**config.mk**
```make
export PLATFORM = sky130hd
export DESIGN_NAME = hsync_handshake_ctrl
export DESIGN_NICKNAME = d
export VERILOG_FILES = /design/src/rtl/hsync_pkg.sv /design/src/rtl/hsync_req_sync.sv /design/src/rtl/hsync_handshake_ctrl.sv
export SDC_FILE = /design/constraint.sdc
export NUM_CORES = 1
export LEC_CHECK = 0
export CAP_MARGIN = 20
export CORE_UTILIZATION = 35
export CTS_BUF_LIST = sky130_fd_sc_hd__clkbuf_16
export DETAILED_ROUTE_END_ITERATION = 16
export PLACE_DENSITY = 0.7
export SLEW_MARGIN = 20
export SYNTH_ARGS = -nofsm -noshare
export SYNTH_HDL_FRONTEND = slang
export SYNTH_SLANG_ARGS = --single-unit
export TNS_END_PERCENT = 50
```
**constraint.sdc**
```tcl
create_clock -name CLK -period 1.54 [get_ports CLK]
set_input_delay 0.385 -clock CLK [delete_from_list [all_inputs] [get_ports CLK]]
set_output_delay 0.385 -clock CLK [all_outputs]
set_load 0.02 [all_outputs]
```
**src/rtl/hsync_pkg.sv**
```systemverilog
// -----------------------------------------------------------------------------
// hsync_pkg
//   Shared definitions for the REQ/ACK CDC handshake controller.
//   - HSYNC_MIN_STAGES : smallest legal depth of the REQ synchronizer
//   - hsync_state_e    : controller state encoding (2'd3 is unused)
// -----------------------------------------------------------------------------
package hsync_pkg;

    localparam int HSYNC_MIN_STAGES = 2;

    typedef enum logic [1:0] {
        ST_IDLE   = 2'd0,
        ST_VALID  = 2'd1,
        ST_ACKING = 2'd2
    } hsync_state_e;

endpackage : hsync_pkg

```
**src/rtl/hsync_req_sync.sv**
```systemverilog
// -----------------------------------------------------------------------------
// hsync_req_sync
//   NUM_STAGES-deep single-bit synchronizer for an asynchronous level.
//   Ports:
//     clk      in   destination clock
//     rst      in   asynchronous, active-high reset (clears the whole chain)
//     async_in in   asynchronous input level
//     sync_out out  input level after NUM_STAGES flops
// -----------------------------------------------------------------------------
module hsync_req_sync
    import hsync_pkg::*;
#(
    parameter int NUM_STAGES = 2
) (
    input  logic clk,
    input  logic rst,
    input  logic async_in,
    output logic sync_out
);

    generate
        if (NUM_STAGES < HSYNC_MIN_STAGES) begin : g_bad_depth
            $error("hsync_req_sync: NUM_STAGES must be >= HSYNC_MIN_STAGES");
        end
    endgenerate

    logic [NUM_STAGES-1:0] chain;

    // NOTE: sequential state uses non-blocking assignments so every flop in the
    // chain samples the value its neighbour held before the edge.
    always_ff @(posedge clk or posedge rst) begin
        if (rst) begin
            chain <= '0;
        end else begin
            chain <= {chain[NUM_STAGES-2:0], async_in};
        end
    end

    assign sync_out = chain[NUM_STAGES-1];

endmodule : hsync_req_sync

```
**src/rtl/hsync_handshake_ctrl.sv**
```systemverilog
// -----------------------------------------------------------------------------
// hsync_handshake_ctrl
//   Destination-side controller for a 4-phase REQ/ACK multi-bit CDC transfer.
//   REQ is synchronized, its rising edge captures the quasi-static source bus
//   once, the word is offered on a valid/ready interface and ACK is returned
//   to the source until it withdraws REQ.
//
//   Ports:
//     CLK         in   destination clock (rising edge)
//     RST         in   asynchronous, active-high reset
//     ASYNC_REQ   in   source request, asynchronous to CLK
//     ASYNC_DATA  in   source data, stable from REQ rise until ACK is seen
//     SYNC_READY  in   consumer ready
//     SYNC_DATA   out  captured word (registered)
//     SYNC_VALID  out  captured word valid (registered)
//     ACK         out  acknowledge to source (registered, glitch-free)
//     BUSY        out  high whenever the controller is not IDLE
//   Optional (macro HSYNC_PARITY_EN):
//     ASYNC_PAR   in   even parity of ASYNC_DATA, same stability as the data
//     PAR_ERR     out  parity mismatch of the captured word, valid with
//                      SYNC_VALID (registered)
// -----------------------------------------------------------------------------
module hsync_handshake_ctrl
    import hsync_pkg::*;
#(
    parameter int BUS_WIDTH  = 8,
    parameter int NUM_STAGES = 2
) (
    input  logic                 CLK,
    input  logic                 RST,
    input  logic                 ASYNC_REQ,
    input  logic [BUS_WIDTH-1:0] ASYNC_DATA,
    input  logic                 SYNC_READY,
    output logic [BUS_WIDTH-1:0] SYNC_DATA,
    output logic                 SYNC_VALID,
    output logic                 ACK,
    output logic                 BUSY
`ifdef HSYNC_PARITY_EN
    ,
    input  logic                 ASYNC_PAR,
    output logic                 PAR_ERR
`endif
);

    generate
        if (NUM_STAGES < HSYNC_MIN_STAGES) begin : g_bad_depth
            $error("hsync_handshake_ctrl: NUM_STAGES must be >= HSYNC_MIN_STAGES");
        end
    endgenerate

    hsync_state_e state;
    logic         req_s;
    logic         req_d;
    logic         rise;

    hsync_req_sync #(
        .NUM_STAGES (NUM_STAGES)
    ) u_req_sync (
        .clk      (CLK),
        .rst      (RST),
        .async_in (ASYNC_REQ),
        .sync_out (req_s)
    );

    // One extra flop after the synchronizer for edge detection; a level that
    // stays high never produces a second rise.
    always_ff @(posedge CLK or posedge RST) begin
        if (RST) begin
            req_d <= 1'b0;
        end else begin
            req_d <= req_s;
        end
    end

    assign rise = req_s & ~req_d;

    // ASYNC_DATA is only sampled once req_s has risen, i.e. NUM_STAGES edges
    // after REQ, by which time the source guarantees the bus is settled.
    // NOTE: the capture register is reset along with the control flops because
    // SYNC_DATA must read 0 after reset, not whatever the last word was.
    always_ff @(posedge CLK or posedge RST) begin
        if (RST) begin
            state      <= ST_IDLE;
            SYNC_DATA  <= '0;
            SYNC_VALID <= 1'b0;
            ACK        <= 1'b0;
`ifdef HSYNC_PARITY_EN
            PAR_ERR    <= 1'b0;
`endif
        end else begin
            case (state)
                ST_IDLE: begin
                    if (rise) begin
                        SYNC_DATA  <= ASYNC_DATA;
                        SYNC_VALID <= 1'b1;
`ifdef HSYNC_PARITY_EN
                        PAR_ERR    <= (^ASYNC_DATA) ^ ASYNC_PAR;
`endif
                        state      <= ST_VALID;
                    end
                end
                ST_VALID: begin
                    // VALID was set on the previous edge, so the beat is
                    // always visible for a full cycle before READY is honoured.
                    if (SYNC_READY) begin
                        SYNC_VALID <= 1'b0;
                        ACK        <= 1'b1;
`ifdef HSYNC_PARITY_EN
                        PAR_ERR    <= 1'b0;
`endif
                        state      <= ST_ACKING;
                    end
                end
                ST_ACKING: begin
                    // If the source already dropped REQ during VALID, this
                    // exits on the first edge and ACK is a single-cycle pulse.
                    if (!req_s) begin
                        ACK   <= 1'b0;
                        state <= ST_IDLE;
                    end
                end
                default: begin
                    state      <= ST_IDLE;
                    SYNC_DATA  <= '0;
                    SYNC_VALID <= 1'b0;
                    ACK        <= 1'b0;
`ifdef HSYNC_PARITY_EN
                    PAR_ERR    <= 1'b0;
`endif
                end
            endcase
        end
    end

`ifdef HSYNC_PARITY_EN
    // Parity build: PAR_ERR is produced by the controller register above.
`else
    // Plain build: no parity ports or logic.
`endif

    assign BUSY = (state != ST_IDLE);

endmodule : hsync_handshake_ctrl

```
==> impl_metrics.xml <==
<?xml version="1.0" encoding="UTF-8"?>
<metrics>
  <group name="run_status">
    <metric name="run_status" unit="">finished, final reports clean</metric>
  </group>
  <group name="clocking">
    <metric name="insertion_delay" unit="ps">250</metric>
    <metric name="clk_path_buf_depth" unit="">2</metric>
    <metric name="cts.sinks" unit="">15</metric>
    <metric name="cts-buffers-inserted" unit="">3</metric>
    <metric name="cts.root.buffer_cell" unit="">sky130_fd_sc_hd__clkbuf_16</metric>
    <metric name="tritoncts_clock_tree" unit="">built</metric>
    <metric name="cts.reportedPaths.clkPinSlew" unit="ps">50</metric>
    <metric name="cts_max_level" unit="">1</metric>
  </group>
  <group name="synthesis">
    <metric name="synthCells" unit="">60</metric>
    <metric name="total_of_flip_flops_plus_latches_after_synthesis" unit="">15</metric>
    <metric name="syn_nets" unit="">76</metric>
    <metric name="yosysSeqAreaShare" unit="">0.5464</metric>
    <metric name="netlist.top_cell.by_area" unit="">sky130_fd_sc_hd__dfrtp_1</metric>
    <metric name="netlist.area_leader.share" unit="">0.5464</metric>
    <metric name="synth_compound_area_frac" unit="">0.08197</metric>
    <metric name="synth-warning-count" unit="">0</metric>
    <metric name="netlist-cell-type-count" unit="">14</metric>
    <metric name="synth_xor_area_frac" unit="">0</metric>
    <metric name="synth_simple_gate_area_share" unit="">0.07286</metric>
    <metric name="cell_types_with_the_largest_area_share_after_synthesis" unit="">sky130_fd_sc_hd__dfrtp_1 (55%), sky130_fd_sc_hd__mux2i_1 (13%), sky130_fd_sc_hd__ha_1 (7.3%)</metric>
    <metric name="synthMuxAreaShare" unit="">0.1475</metric>
    <metric name="synth_area" unit="µm²">686.9</metric>
    <metric name="mean_instance_size_in_the_synthesized_netlist" unit="µm²">11.45</metric>
    <metric name="synth_top_family_by_area" unit="">multiplexers</metric>
    <metric name="synth-adder-area-share" unit="">0.07286</metric>
  </group>
  <group name="route">
    <metric name="routed_via_density" unit="">4.433</metric>
    <metric name="ant_nets" unit="">0</metric>
    <metric name="drt_drc_violations_left" unit="">0</metric>
    <metric name="drt-initial-drc-count" unit="">6</metric>
    <metric name="post_drt_wl_per_cell" unit="µm">11.89</metric>
    <metric name="detail_route.wirelength" unit="mm">1.427</metric>
    <metric name="first_pass_iters" unit="">4</metric>
    <metric name="vias_post_dr" unit="">532</metric>
  </group>
  <group name="power_and_ir_drop">
    <metric name="power-per-cell-area" unit="nW/µm²">2091</metric>
    <metric name="p_seq_frac" unit="">0.252</metric>
    <metric name="share_clk_of_total_power" unit="">0.212</metric>
    <metric name="p_sw" unit="µW">859.6</metric>
    <metric name="cellLeakagePower" unit="nW">0.5603</metric>
    <metric name="vdd.ir_drop.worst" unit="mV">1.073</metric>
    <metric name="comb_power_share" unit="">0.536</metric>
    <metric name="cellInternalPower" unit="mW">1.489</metric>
    <metric name="sw_frac_of_total" unit="">0.3660</metric>
  </group>
  <group name="placed_design">
    <metric name="place_congestion" unit="">0.6676</metric>
    <metric name="io_buffer_count" unit="">22</metric>
    <metric name="count_of_placed_standard_cells_including_taps" unit="">114</metric>
    <metric name="placedInstanceArea" unit="µm²">993.5</metric>
    <metric name="hpwl" unit="mm">1.018</metric>
  </group>
  <group name="sta">
    <metric name="tightest_slew_margin_relative_to_the_limit" unit="">0.7565</metric>
    <metric name="timing.clock.skew" unit="ps">1.903</metric>
    <metric name="fmax" unit="MHz">663.8</metric>
    <metric name="drv_slew" unit="">0</metric>
    <metric name="max_slew.worst_pin.slew" unit="ps">364.4</metric>
    <metric name="hold_viol_final" unit="">0</metric>
    <metric name="final-setup-viol-count" unit="">0</metric>
    <metric name="finalCriticalPeriod" unit="ps">1506</metric>
    <metric name="post-route-period-util" unit="">0.9782</metric>
  </group>
  <group name="critical_path">
    <metric name="crit_path_start" unit="">state[0]</metric>
    <metric name="timing.critical_path.fanout_max" unit="">2</metric>
    <metric name="worst_path_dominant_cell_family" unit="">flip-flops</metric>
    <metric name="worstReg2RegEnd" unit="">state[0]</metric>
    <metric name="reg2reg_setup_slack" unit="ps">30</metric>
    <metric name="critPathKind" unit="">flip-flop to flip-flop</metric>
    <metric name="crit_buf_inv" unit="">2</metric>
    <metric name="crit_end" unit="">state[0]</metric>
    <metric name="critPathSlowestCell" unit="">sky130_fd_sc_hd__dfrtp_1</metric>
    <metric name="worstPathArrival" unit="ps">1630</metric>
    <metric name="cp_cell_sequence" unit="">inv_1 &gt; buf_4 &gt; ha_4 &gt; a221oi_4 &gt; mux2_4</metric>
    <metric name="reg2reg_from" unit="">state[0]</metric>
    <metric name="timing.reg2reg.worst_path_depth" unit="">5</metric>
    <metric name="max_stage_delay" unit="ps">370</metric>
    <metric name="worst_setup_sp_type" unit="">flip-flop</metric>
    <metric name="cp.required" unit="ps">1670</metric>
    <metric name="end_kind" unit="">flip-flop</metric>
    <metric name="critical_path_cell_count" unit="">5</metric>
  </group>
  <group name="global_routing">
    <metric name="groute.layer.met3.usage" unit="">0.05882</metric>
    <metric name="grt_max_degree" unit="">16</metric>
    <metric name="groute.layer.met2.usage" unit="">0.2361</metric>
    <metric name="aggregate_global_routing_overflow" unit="">0</metric>
    <metric name="number_of_antenna_violations_at_the_first_check_in_global_routing" unit="">0</metric>
    <metric name="grt_first_pass_wirelength" unit="mm">2.159</metric>
    <metric name="grt_use_total" unit="">0.1509</metric>
    <metric name="globalRoute.busiestLayer" unit="">met2</metric>
    <metric name="globalRouteMet1Util" unit="">0.1724</metric>
    <metric name="grt_pass1_vias" unit="">518</metric>
  </group>
  <group name="run">
    <metric name="max_cap_viol_count" unit="">0</metric>
  </group>
  <group name="floorplan">
    <metric name="placement_rows" unit="">15</metric>
    <metric name="die_h" unit="µm">46.30</metric>
    <metric name="initial_core_util" unit="">0.3853</metric>
    <metric name="fp.coreArea" unit="µm²">1783</metric>
    <metric name="die_area" unit="µm²">2144</metric>
    <metric name="top_level_ports" unit="">23</metric>
    <metric name="floorplan.die.width" unit="µm">46.30</metric>
  </group>
  <group name="final_layout">
    <metric name="filler_cell_count" unit="">141</metric>
    <metric name="layout.cell_area.non_filler" unit="µm²">1124</metric>
    <metric name="register_area" unit="µm²">375.4</metric>
    <metric name="final_layout_size_suffix_gt1_frac" unit="">0.2421</metric>
    <metric name="antenna-diode-count" unit="">0</metric>
    <metric name="nets" unit="">112</metric>
    <metric name="final_cells" unit="">120</metric>
    <metric name="final_core_utilization" unit="">0.6302</metric>
    <metric name="synthToLayoutAreaGrowth" unit="%">63.57</metric>
    <metric name="multi_input_area" unit="µm²">307.8</metric>
  </group>
  <group name="min_path">
    <metric name="worst_hold_path_type" unit="">flip-flop to flip-flop</metric>
  </group>
</metrics>
==> cell usage in the layout (no fill, tap or decap) <==
master                            Yosys  layout
sky130_fd_sc_hd__a21oi_1              3       3
sky130_fd_sc_hd__a21oi_4              1       1
sky130_fd_sc_hd__a221oi_4             0       1
sky130_fd_sc_hd__buf_2                1       1
sky130_fd_sc_hd__buf_4                0       9
sky130_fd_sc_hd__buf_6                0       1
sky130_fd_sc_hd__clkbuf_16            0       3
sky130_fd_sc_hd__clkdlybuf4s50_1      0      11
sky130_fd_sc_hd__dfrtp_1             15      15
sky130_fd_sc_hd__dlygate4sd2_1        0      10
sky130_fd_sc_hd__ha_1                 4       1
sky130_fd_sc_hd__ha_2                 0       1
sky130_fd_sc_hd__ha_4                 0       2
sky130_fd_sc_hd__inv_1               13      13
sky130_fd_sc_hd__inv_2                0       1
sky130_fd_sc_hd__mux2_4               0       1
sky130_fd_sc_hd__mux2i_1              9       9
sky130_fd_sc_hd__nand2_1              8       8
sky130_fd_sc_hd__nand2b_2             1       1
sky130_fd_sc_hd__nor2b_4              0       1
sky130_fd_sc_hd__nor3_1               1       1
sky130_fd_sc_hd__o32a_1               1       1
==> layout make-up <==
type | count | share of cell area
flip-flops and latches | 15 | 0.3341
multi-input cells | 31 | 0.2739
repair buffers | 32 | 0.2506
clock buffers | 3 | 0.06682
inverters | 13 | 0.04343
well taps | 25 | 0.02784
clock inverters | 1 | 0.003341
==> metal layers <==
metal | wire, µm | up-vias | part of all wire
met5 | 0 | - | 0
met4 | 31 | 0 | 0.022
met3 | 55 | 4 | 0.039
met2 | 702 | 13 | 0.49
met1 | 637 | 253 | 0.45
li1 | - | 262 | -
==> how the worst min path moves through the flow <==
| stage | startpoint | to | slack (ps) | cells past startpoint |
|---|---|---|---|---|
| 5_1_grt | u_req_sync.chain[0] | u_req_sync.chain[1] | 380 | 0 |
| 4_1_cts | u_req_sync.chain[0] | u_req_sync.chain[1] | 360 | 0 |
| 3_5_place_dp | u_req_sync.chain[0] | u_req_sync.chain[1] | 350 | 0 |
| 6_report | u_req_sync.chain[0] | u_req_sync.chain[1] | 360 | 0 |
| 2_1_floorplan | RST | ACK | 290 | 1 |
| 3_3_place_gp | u_req_sync.chain[0] | u_req_sync.chain[1] | 340 | 0 |
==> per-stage QoR <==
step           setup TNS [ps]  hold WS [ps]  power, mW  setup WS (ps)
2_1_floorplan               0         286.5      1.293          110.1
3_3_place_gp           -172.3         337.6      1.743         -89.75
3_5_place_dp           -237.6         346.4      1.767         -134.1
4_1_cts                     0         356.9      2.260          7.837
5_1_grt                -31.91         375.1      2.499         -20.84
6_report                    0         356.7      2.349          33.50
==> sequential cells by signal, indices dropped and copies added (netlist names) <==
name              count
state                 2
SYNC_VALID            1
u_req_sync.chain      2
SYNC_DATA             8
ACK                   1
req_d                 1
==> cells in the mapped netlist <==
library cell and count:
sky130_fd_sc_hd__mux2i_1 9, sky130_fd_sc_hd__nor3_1 1, sky130_fd_sc_hd__a21oi_4 1, sky130_fd_sc_hd__mux2_1 1, sky130_fd_sc_hd__a21oi_1 3, sky130_fd_sc_hd__ha_1 4, sky130_fd_sc_hd__o32a_1 1, sky130_fd_sc_hd__inv_1 13
sky130_fd_sc_hd__a221oi_2 1, sky130_fd_sc_hd__buf_2 1, sky130_fd_sc_hd__nand2b_2 1, sky130_fd_sc_hd__dfrtp_1 15, sky130_fd_sc_hd__nand2_1 8, sky130_fd_sc_hd__nor2b_1 1
==> kinds of logic after synthesis <==
family	Yosys count
compound gates	6
fa+ha+maj	4
buf+inv	14
flops	15
mux	10
simple gates	11
==> worst register-to-register path, stage by stage, from the launching register on <==
cell                       delay [ps]
sky130_fd_sc_hd__dfrtp_1          370
sky130_fd_sc_hd__inv_1             70
sky130_fd_sc_hd__buf_4            140
sky130_fd_sc_hd__ha_4             160
sky130_fd_sc_hd__a221oi_4         320
sky130_fd_sc_hd__mux2_4           330
==> power groups by stage <==
stage	sequential, mW	clock, mW	combinational (mW)
after floorplan	0.709	0	0.585
after global placement	0.590	0	1.15
after detailed placement	0.598	0	1.17
after CTS	0.591	0.506	1.16
after global routing	0.605	0.524	1.37
final	0.591	0.499	1.26
==> what timing repair did <==
item                                    in CTS  in global routing
hold endpoints to repair                     0                  0
buffers inserted                             2                  0
resized for setup                           19                  6
gates cloned                                 0                  0
hold buffers                                 0                  0
endpoints found under the setup margin      12                  2
pin swaps                                    1                  1
Power figures use the tool's default switching activity.
